### config.mk
export PLATFORM = sky130hd
export DESIGN_NAME = hazard_ctrl_flat
export DESIGN_NICKNAME = d
export VERILOG_FILES = /design/src/rtl/pipe_pkg.sv /design/src/rtl/hazard_ctrl_if.sv /design/src/rtl/sat_counter.sv /design/src/rtl/hazard_ctrl.sv /design/src/flat_wrapper.sv
export SDC_FILE = /design/constraint.sdc
export NUM_CORES = 1
export LEC_CHECK = 0
export CORE_ASPECT_RATIO = 0.7
export CORE_UTILIZATION = 55
export DETAILED_ROUTE_END_ITERATION = 6
export PLACE_DENSITY_LB_ADDON = 0.05
export RECOVER_POWER = 50
export SKIP_CTS_REPAIR_TIMING = 1
export SLEW_MARGIN = 20
export SYNTH_ARGS = -nofsm -noshare
export SYNTH_HDL_FRONTEND = slang
export SYNTH_SLANG_ARGS = --single-unit
### constraint.sdc
create_clock -name clk -period 6.2 [get_ports clk]
set_clock_uncertainty 0.05 [all_clocks]
set_input_delay 1.24 -clock clk [delete_from_list [all_inputs] [get_ports clk]]
set_output_delay 1.24 -clock clk [all_outputs]
set_load 0.01 [all_outputs]
### src/rtl/pipe_pkg.sv
// Shared definitions for the pipeline hazard controller: FSM encoding,
// parameter defaults and the stall/flush control bundle.
package pipe_pkg;

  typedef enum logic [1:0] {
    RUN      = 2'b00,
    MEM_WAIT = 2'b01,
    HALT     = 2'b10
  } state_t;

  localparam int unsigned MEM_TIMEOUT_DEF = 256;
  localparam int unsigned CNT_W_DEF       = 32;

  typedef struct packed {
    logic pc_stall;
    logic if_id_stall;
    logic id_ex_stall;
    logic ex_mem_stall;
    logic if_id_flush;
    logic id_ex_flush;
    logic mem_wb_bubble;
  } ctrl_t;

  // Full freeze: hold every stage and drain MEM/WB with a NOP.
  function automatic ctrl_t freeze_ctrl();
    ctrl_t c;
    c               = '0;
    c.pc_stall      = 1'b1;
    c.if_id_stall   = 1'b1;
    c.id_ex_stall   = 1'b1;
    c.ex_mem_stall  = 1'b1;
    c.mem_wb_bubble = 1'b1;
    return c;
  endfunction

endpackage

### src/rtl/hazard_ctrl_if.sv
// Pipeline-to-hazard-unit bundle: decode/execute/memory status in,
// stall/flush/bubble controls out.
interface hazard_ctrl_if;
  logic [4:0] id_rs1;
  logic [4:0] id_rs2;
  logic       id_use_rs1;
  logic       id_use_rs2;
  logic [4:0] ex_rd;
  logic       ex_memread;
  logic       ex_branch_taken;
  logic       mem_req;
  logic       mem_ready;

  logic       pc_stall;
  logic       if_id_stall;
  logic       id_ex_stall;
  logic       ex_mem_stall;
  logic       if_id_flush;
  logic       id_ex_flush;
  logic       mem_wb_bubble;

  modport master (
    output id_rs1, id_rs2, id_use_rs1, id_use_rs2, ex_rd, ex_memread,
           ex_branch_taken, mem_req, mem_ready,
    input  pc_stall, if_id_stall, id_ex_stall, ex_mem_stall,
           if_id_flush, id_ex_flush, mem_wb_bubble
  );

  modport slave (
    input  id_rs1, id_rs2, id_use_rs1, id_use_rs2, ex_rd, ex_memread,
           ex_branch_taken, mem_req, mem_ready,
    output pc_stall, if_id_stall, id_ex_stall, ex_mem_stall,
           if_id_flush, id_ex_flush, mem_wb_bubble
  );
endinterface

### src/rtl/sat_counter.sv
// Saturating up-counter with synchronous clear (clear wins over increment).
module sat_counter #(
  parameter int unsigned CNT_W = 32
) (
  input  logic             clk,
  input  logic             rst_n,
  input  logic             inc,
  input  logic             clr,
  output logic [CNT_W-1:0] cnt
);

  logic [CNT_W-1:0] r_cnt;

  always_ff @(posedge clk or negedge rst_n) begin
    if (!rst_n) begin
      r_cnt <= '0;
    end else if (clr) begin
      r_cnt <= '0;
    end else if (inc && (r_cnt != '1)) begin
      r_cnt <= r_cnt + 1'b1;
    end
  end

  assign cnt = r_cnt;

endmodule

### src/rtl/hazard_ctrl.sv
// Pipeline hazard controller: load-use bubbles, branch flushes, memory-wait
// freeze with timeout to HALT, plus stall/flush performance counters.
module hazard_ctrl
  import pipe_pkg::*;
#(
  parameter int unsigned MEM_TIMEOUT = MEM_TIMEOUT_DEF,
  parameter int unsigned CNT_W       = CNT_W_DEF
) (
  input  logic             clk,
  input  logic             rst_n,
  hazard_ctrl_if.slave     hz,
  input  logic             perf_clr,
  output logic [1:0]       state,
  output logic             mem_timeout_err,
  output logic [CNT_W-1:0] stall_cnt,
  output logic [CNT_W-1:0] flush_cnt
);

  localparam logic [15:0] WAIT_LAST = 16'(MEM_TIMEOUT - 1);

  state_t      r_state;
  state_t      w_next;
  logic [15:0] r_wait_cnt;
  logic [15:0] w_wait_nxt;
  logic        r_err;
  logic        w_err_set;
  logic        w_load_use;
  logic        w_freeze;
  ctrl_t       w_ctrl;

  assign w_load_use = hz.ex_memread && (hz.ex_rd != 5'd0) &&
                      ((hz.id_use_rs1 && (hz.id_rs1 == hz.ex_rd)) ||
                       (hz.id_use_rs2 && (hz.id_rs2 == hz.ex_rd)));

  assign w_freeze = ((r_state == RUN) && hz.mem_req && !hz.mem_ready) ||
                    ((r_state == MEM_WAIT) && !hz.mem_ready) ||
                    (r_state == HALT);

  always_ff @(posedge clk or negedge rst_n) begin
    if (!rst_n) begin
      r_state    <= RUN;
      r_wait_cnt <= '0;
      r_err      <= 1'b0;
    end else begin
      r_state    <= w_next;
      r_wait_cnt <= w_wait_nxt;
      r_err      <= r_err | w_err_set;
    end
  end

  always_comb begin
    w_next     = r_state;
    w_wait_nxt = r_wait_cnt;
    w_err_set  = 1'b0;
    case (r_state)
      RUN: begin
        if (hz.mem_req && !hz.mem_ready) begin
          w_next     = MEM_WAIT;
          w_wait_nxt = '0;
        end
      end
      MEM_WAIT: begin
        if (hz.mem_ready) begin
          w_next = RUN;
        end else if (r_wait_cnt == WAIT_LAST) begin
          w_next    = HALT;
          w_err_set = 1'b1;
        end else begin
          w_wait_nxt = r_wait_cnt + 16'd1;
        end
      end
      HALT:    w_next = HALT;
      default: w_next = RUN;
    endcase
  end

  // Priority: freeze > branch flush > load-use bubble; all gated off in reset.
  always_comb begin
    w_ctrl = '0;
    if (rst_n) begin
      if (w_freeze) begin
        w_ctrl = freeze_ctrl();
      end else if (hz.ex_branch_taken) begin
        w_ctrl.if_id_flush = 1'b1;
        w_ctrl.id_ex_flush = 1'b1;
      end else if (w_load_use) begin
        w_ctrl.pc_stall    = 1'b1;
        w_ctrl.if_id_stall = 1'b1;
        w_ctrl.id_ex_flush = 1'b1;
      end
    end
  end

  assign hz.pc_stall      = w_ctrl.pc_stall;
  assign hz.if_id_stall   = w_ctrl.if_id_stall;
  assign hz.id_ex_stall   = w_ctrl.id_ex_stall;
  assign hz.ex_mem_stall  = w_ctrl.ex_mem_stall;
  assign hz.if_id_flush   = w_ctrl.if_id_flush;
  assign hz.id_ex_flush   = w_ctrl.id_ex_flush;
  assign hz.mem_wb_bubble = w_ctrl.mem_wb_bubble;

  assign state           = r_state;
  assign mem_timeout_err = r_err;

  sat_counter #(.CNT_W(CNT_W)) u_stall_cnt (
    .clk   (clk),
    .rst_n (rst_n),
    .inc   (w_ctrl.pc_stall),
    .clr   (perf_clr),
    .cnt   (stall_cnt)
  );

  sat_counter #(.CNT_W(CNT_W)) u_flush_cnt (
    .clk   (clk),
    .rst_n (rst_n),
    .inc   (w_ctrl.if_id_flush),
    .clr   (perf_clr),
    .cnt   (flush_cnt)
  );

endmodule
### src/flat_wrapper.sv
// flat-port wrapper written by rule: the top's interface ports become plain ports
module hazard_ctrl_flat import pipe_pkg::*;
#(
  parameter int unsigned MEM_TIMEOUT = MEM_TIMEOUT_DEF,
  parameter int unsigned CNT_W       = CNT_W_DEF
)
  (clk, rst_n, perf_clr, state, mem_timeout_err, stall_cnt, flush_cnt, hz_id_rs1, hz_id_rs2, hz_id_use_rs1, hz_id_use_rs2, hz_ex_rd, hz_ex_memread, hz_ex_branch_taken, hz_mem_req, hz_mem_ready, hz_pc_stall, hz_if_id_stall, hz_id_ex_stall, hz_ex_mem_stall, hz_if_id_flush, hz_id_ex_flush, hz_mem_wb_bubble);
  hazard_ctrl_if hz_i ();
  input  logic clk;
  input  logic rst_n;
  input  logic perf_clr;
  output logic [1:0] state;
  output logic mem_timeout_err;
  output logic [CNT_W-1:0] stall_cnt;
  output logic [CNT_W-1:0] flush_cnt;
  input wire logic [$bits(hz_i.id_rs1)-1:0] hz_id_rs1;
  input wire logic [$bits(hz_i.id_rs2)-1:0] hz_id_rs2;
  input wire logic [$bits(hz_i.id_use_rs1)-1:0] hz_id_use_rs1;
  input wire logic [$bits(hz_i.id_use_rs2)-1:0] hz_id_use_rs2;
  input wire logic [$bits(hz_i.ex_rd)-1:0] hz_ex_rd;
  input wire logic [$bits(hz_i.ex_memread)-1:0] hz_ex_memread;
  input wire logic [$bits(hz_i.ex_branch_taken)-1:0] hz_ex_branch_taken;
  input wire logic [$bits(hz_i.mem_req)-1:0] hz_mem_req;
  input wire logic [$bits(hz_i.mem_ready)-1:0] hz_mem_ready;
  output wire logic [$bits(hz_i.pc_stall)-1:0] hz_pc_stall;
  output wire logic [$bits(hz_i.if_id_stall)-1:0] hz_if_id_stall;
  output wire logic [$bits(hz_i.id_ex_stall)-1:0] hz_id_ex_stall;
  output wire logic [$bits(hz_i.ex_mem_stall)-1:0] hz_ex_mem_stall;
  output wire logic [$bits(hz_i.if_id_flush)-1:0] hz_if_id_flush;
  output wire logic [$bits(hz_i.id_ex_flush)-1:0] hz_id_ex_flush;
  output wire logic [$bits(hz_i.mem_wb_bubble)-1:0] hz_mem_wb_bubble;
  assign hz_i.id_rs1 = hz_id_rs1;
  assign hz_i.id_rs2 = hz_id_rs2;
  assign hz_i.id_use_rs1 = hz_id_use_rs1;
  assign hz_i.id_use_rs2 = hz_id_use_rs2;
  assign hz_i.ex_rd = hz_ex_rd;
  assign hz_i.ex_memread = hz_ex_memread;
  assign hz_i.ex_branch_taken = hz_ex_branch_taken;
  assign hz_i.mem_req = hz_mem_req;
  assign hz_i.mem_ready = hz_mem_ready;
  assign hz_pc_stall = hz_i.pc_stall;
  assign hz_if_id_stall = hz_i.if_id_stall;
  assign hz_id_ex_stall = hz_i.id_ex_stall;
  assign hz_ex_mem_stall = hz_i.ex_mem_stall;
  assign hz_if_id_flush = hz_i.if_id_flush;
  assign hz_id_ex_flush = hz_i.id_ex_flush;
  assign hz_mem_wb_bubble = hz_i.mem_wb_bubble;
  hazard_ctrl #(.MEM_TIMEOUT(MEM_TIMEOUT), .CNT_W(CNT_W)) u_core (.clk(clk), .rst_n(rst_n), .hz(hz_i), .perf_clr(perf_clr), .state(state), .mem_timeout_err(mem_timeout_err), .stall_cnt(stall_cnt), .flush_cnt(flush_cnt));
endmodule
==> impl_metrics.tcl <==
set metrics [dict create \
    period_minus_slack_ps 4760 \
    die_w_um 111 \
    end_kind "output pin" \
    vdd_ir_drop_max_v 0.000214 \
    rows 27 \
    drtAntennaViolNets 0 \
    cts_buffer_depth 2 \
    cp.arrival_ps 3470 \
    worstPathRequired_ps 4910 \
    path_class "in -> out" \
    cts_made_buffers 9 \
    ys_seq_area_share_pct 45.5 \
    cts-htree-levels 3 \
    worst_pin_slew_ps 2580 \
    overflow 0 \
    max_freq_mhz 210 \
    area.growth.synth_to_final_pct 28.9 \
    rsz0062_at_grt "false" \
    grt_use_total_pct 28.2 \
    reg2reg_setup_slack_ps 3470 \
    synth_compound_area_share_pct 11.1 \
    hold-path-endpoint "u_core.mem_timeout_err" \
    critical_path.cell_chain "dlygate4sd3_1 > or2_1 > o21ai_1 > and2_1 > a31oi_1 > buf_4 > inv_2 > clkdlybuf4s50_1" \
    hold_path_class "reg -> reg" \
    yosys_warnings 0 \
    cts_tree "yes" \
    vias_per_cell 6.07 \
    n_antenna_cell 0 \
    antenna_found_initial 0 \
    place.gp.congestion 0.841 \
    hold_viol 0 \
    synthSimpleGateAreaFrac_pct 28.8 \
    synth_area_leader_cell "dfrtp_1" \
    fin_cells 700 \
    synth_ff_type "dfrtp_1" \
    grt_max_degree 69 \
    root_buffer "clkbuf_16" \
    synth_top_area_share_pct 45.5 \
    die_h_um 78.2 \
    synthMuxAreaShare_pct 0.685 \
    syn_area_um2 4560 \
    die-area_um2 8670 \
    relSlewSlack_pct -72.3 \
    path_max_fanout 11 \
    worstReg2RegEnd "u_core.u_stall_cnt.cnt[31]" \
    drt-wirelength-per-cell_um 16.8 \
    grt_pass1_vias 4088 \
    nNetsFinal 621 \
    final.setup.tns_ps 0 \
    synth_area_leaders "dfrtp_1 46%, nor2_1 5.0%, xor2_1 5.0%, xnor2_1 4.8%, a21oi_1 3.3%" \
    post-route-drc-count 0 \
    slew_viol_final 48 \
    drt_iter0_markers 305 \
    cpPeakStageDelay_ps 580 \
    place_inst 684 \
    outcome "finished, violations left" \
    ys_async_sr_fraction_pct 100 \
    violations "max-capacitance violations, max-slew violations" \
    total_power_mw 1.21 \
    synth_top_family_by_area "simple AND/OR/NAND/NOR gates" \
    synth_xor_area_share_pct 9.79 \
    p_per_area_nw_per_um2 205 \
    hold_path.startpoint "u_core.mem_timeout_err" \
    routed-via-count 4249 \
    grt_pass1_wl_um 19600 \
    yosysUniqueCellTypes 53 \
    avgSynthCellArea_um2 9.04 \
    cts_sinks 83 \
    fin_crit_sh_pct 76.7 \
    ios 98 \
    path_clk_slew_ps 60 \
    start_kind "input port" \
    numPortBuffers 97 \
    hpwl_um 8080 \
    synth_fa_ha_area_share_pct 0.823 \
    start_util_pct 57.5 \
    slowest_stage "clkdlybuf4s50_1" \
    syn-num-nets 532 \
    r2r-start "u_core.u_stall_cnt.cnt[7]" \
    totalWireLength_um 11800 \
    synthCells 505 \
    drive_above_1_share_pct 4.67 \
    clk_latency_ps 340 \
    firstDrtPassIters 5 \
    whs_path_depth 1 \
    cap_violations 1 \
    r2r_cells 6 \
    synth_enable_flop_cells 0 \
    ys_ff_latch 83 \
    core_area_um2 7940 \
    setup_viol 0 \
    leakage_nw 2.37 \
]
power by group:
| part | total (mW) | switching (mW) | internal [mW] |
|---|---|---|---|
| sequential | 0.559 | 0.00894 | 0.550 |
| combinational | 0.0904 | 0.0532 | 0.0371 |
| clock | 0.558 | 0.213 | 0.345 |
| total | 1.21 | 0.275 | 0.932 |
cells by family after synthesis:
logic type,after synthesis
AND/OR/NAND/NOR,248
multiplexers,3
adder cells (fa/ha/maj),3
AO/OA/AOI/OAI,83
flip-flops,83
XOR/XNOR,51
buffers and inverters,34
final cells by class:
class | instances | area (um2)
clock inverter | 3 | 45.0
fill | 596 | 2060
inverter | 11 | 41.3
tap | 101 | 126
timing repair buffer | 101 | 990
clock buffer | 13 | 270
sequential | 83 | 2080
multi-input combinational | 388 | 2330
per-layer routing:
layer | vias up | part of all wire (%) | track usage, %
met5 | - | 0 | 0
met4 | 0 | 1.5 | 9.20
met3 | 20 | 5.9 | 6.10
met2 | 152 | 46 | 44.7
met1 | 2080 | 46 | 38.9
li1 | 1997 | - | -
cells in the final DEF (no fill, tap or decap), types with 3 or more instances in the layout:
cell / count
a31oi_1: 3
nor3_1: 20
or2_2: 3
or3_1: 22
and4_1: 5
o21ai_1: 12
dlygate4sd3_1: 28
nand2_1: 38
o2111ai_1: 4
and2_0: 3
nor4_1: 8
clkdlybuf4s50_1: 67
or4_1: 11
buf_4: 4
clkbuf_8: 3
or2_1: 3
inv_1: 10
and3_1: 12
o31ai_1: 8
dfrtp_1: 83
xnor2_1: 25
a21oi_1: 30
nand4_1: 17
nand3_1: 26
xor2_1: 26
o21ai_0: 11
ha_1: 3
nor3b_1: 3
nor2_1: 61
clkbuf_16: 9
registers in the layout (all words and copies together) (netlist names):
register and flops:
u_core.mem_timeout_err 1, u_core.state 2, u_core.r_wait_cnt 16, u_core.u_stall_cnt.cnt 32
u_core.u_flush_cnt.cnt 32
worst max-delay path, delay by kind of cell:
family / cells / cell delay (ps)
AOI/OAI and AO/OA: 2 / 320
buffers and inverters: 4 / 1400
and+or+nand+nor: 2 / 500
worst max path at each step:
stage	slack, ps	from	cells past startpoint	end
floorplan	2270	hz_ex_rd[0]	6	hz_pc_stall
global placement	1580	hz_ex_rd[0]	7	hz_if_id_stall
detailed placement	1530	hz_ex_rd[0]	7	hz_pc_stall
CTS	1500	hz_ex_rd[0]	7	hz_pc_stall
global route	1290	hz_mem_ready	8	hz_pc_stall
finish	1440	hz_mem_ready	8	hz_pc_stall
stage by stage:
stage	setup WS (ps)	cell area, um2	hold slack (ps)	util, %
after detailed placement	1530	5570	410	70.2
final	1440	5880	424	74.1
after global routing	1290	5880	431	74.1
after global placement	1580	5570	402	70.2
after CTS	1500	5890	430	74.1
after floorplan	2270	4560	440	-
Yosys cell counts, types with 3 or more instances:
| cell type | instances |
|---|---|
| and2_1 | 3 |
| a31oi_1 | 3 |
| and4_1 | 5 |
| or4_1 | 11 |
| or3_1 | 22 |
| o21ai_0 | 10 |
| nor3_1 | 20 |
| dfrtp_1 | 83 |
| buf_4 | 4 |
| xor2_1 | 26 |
| inv_1 | 10 |
| a21oi_1 | 30 |
| and3_1 | 12 |
| nor2_1 | 61 |
| o21ai_1 | 13 |
| buf_2 | 3 |
| clkbuf_1 | 15 |
| o2111ai_1 | 4 |
| nand3_1 | 26 |
| nand4_1 | 17 |
| ha_1 | 3 |
| or2_1 | 3 |
| or2_2 | 3 |
| xnor2_1 | 25 |
| nor3b_1 | 3 |
| nand2_1 | 38 |
| nor4_1 | 8 |
| o31ai_1 | 8 |
Power figures use the tool's default switching activity.
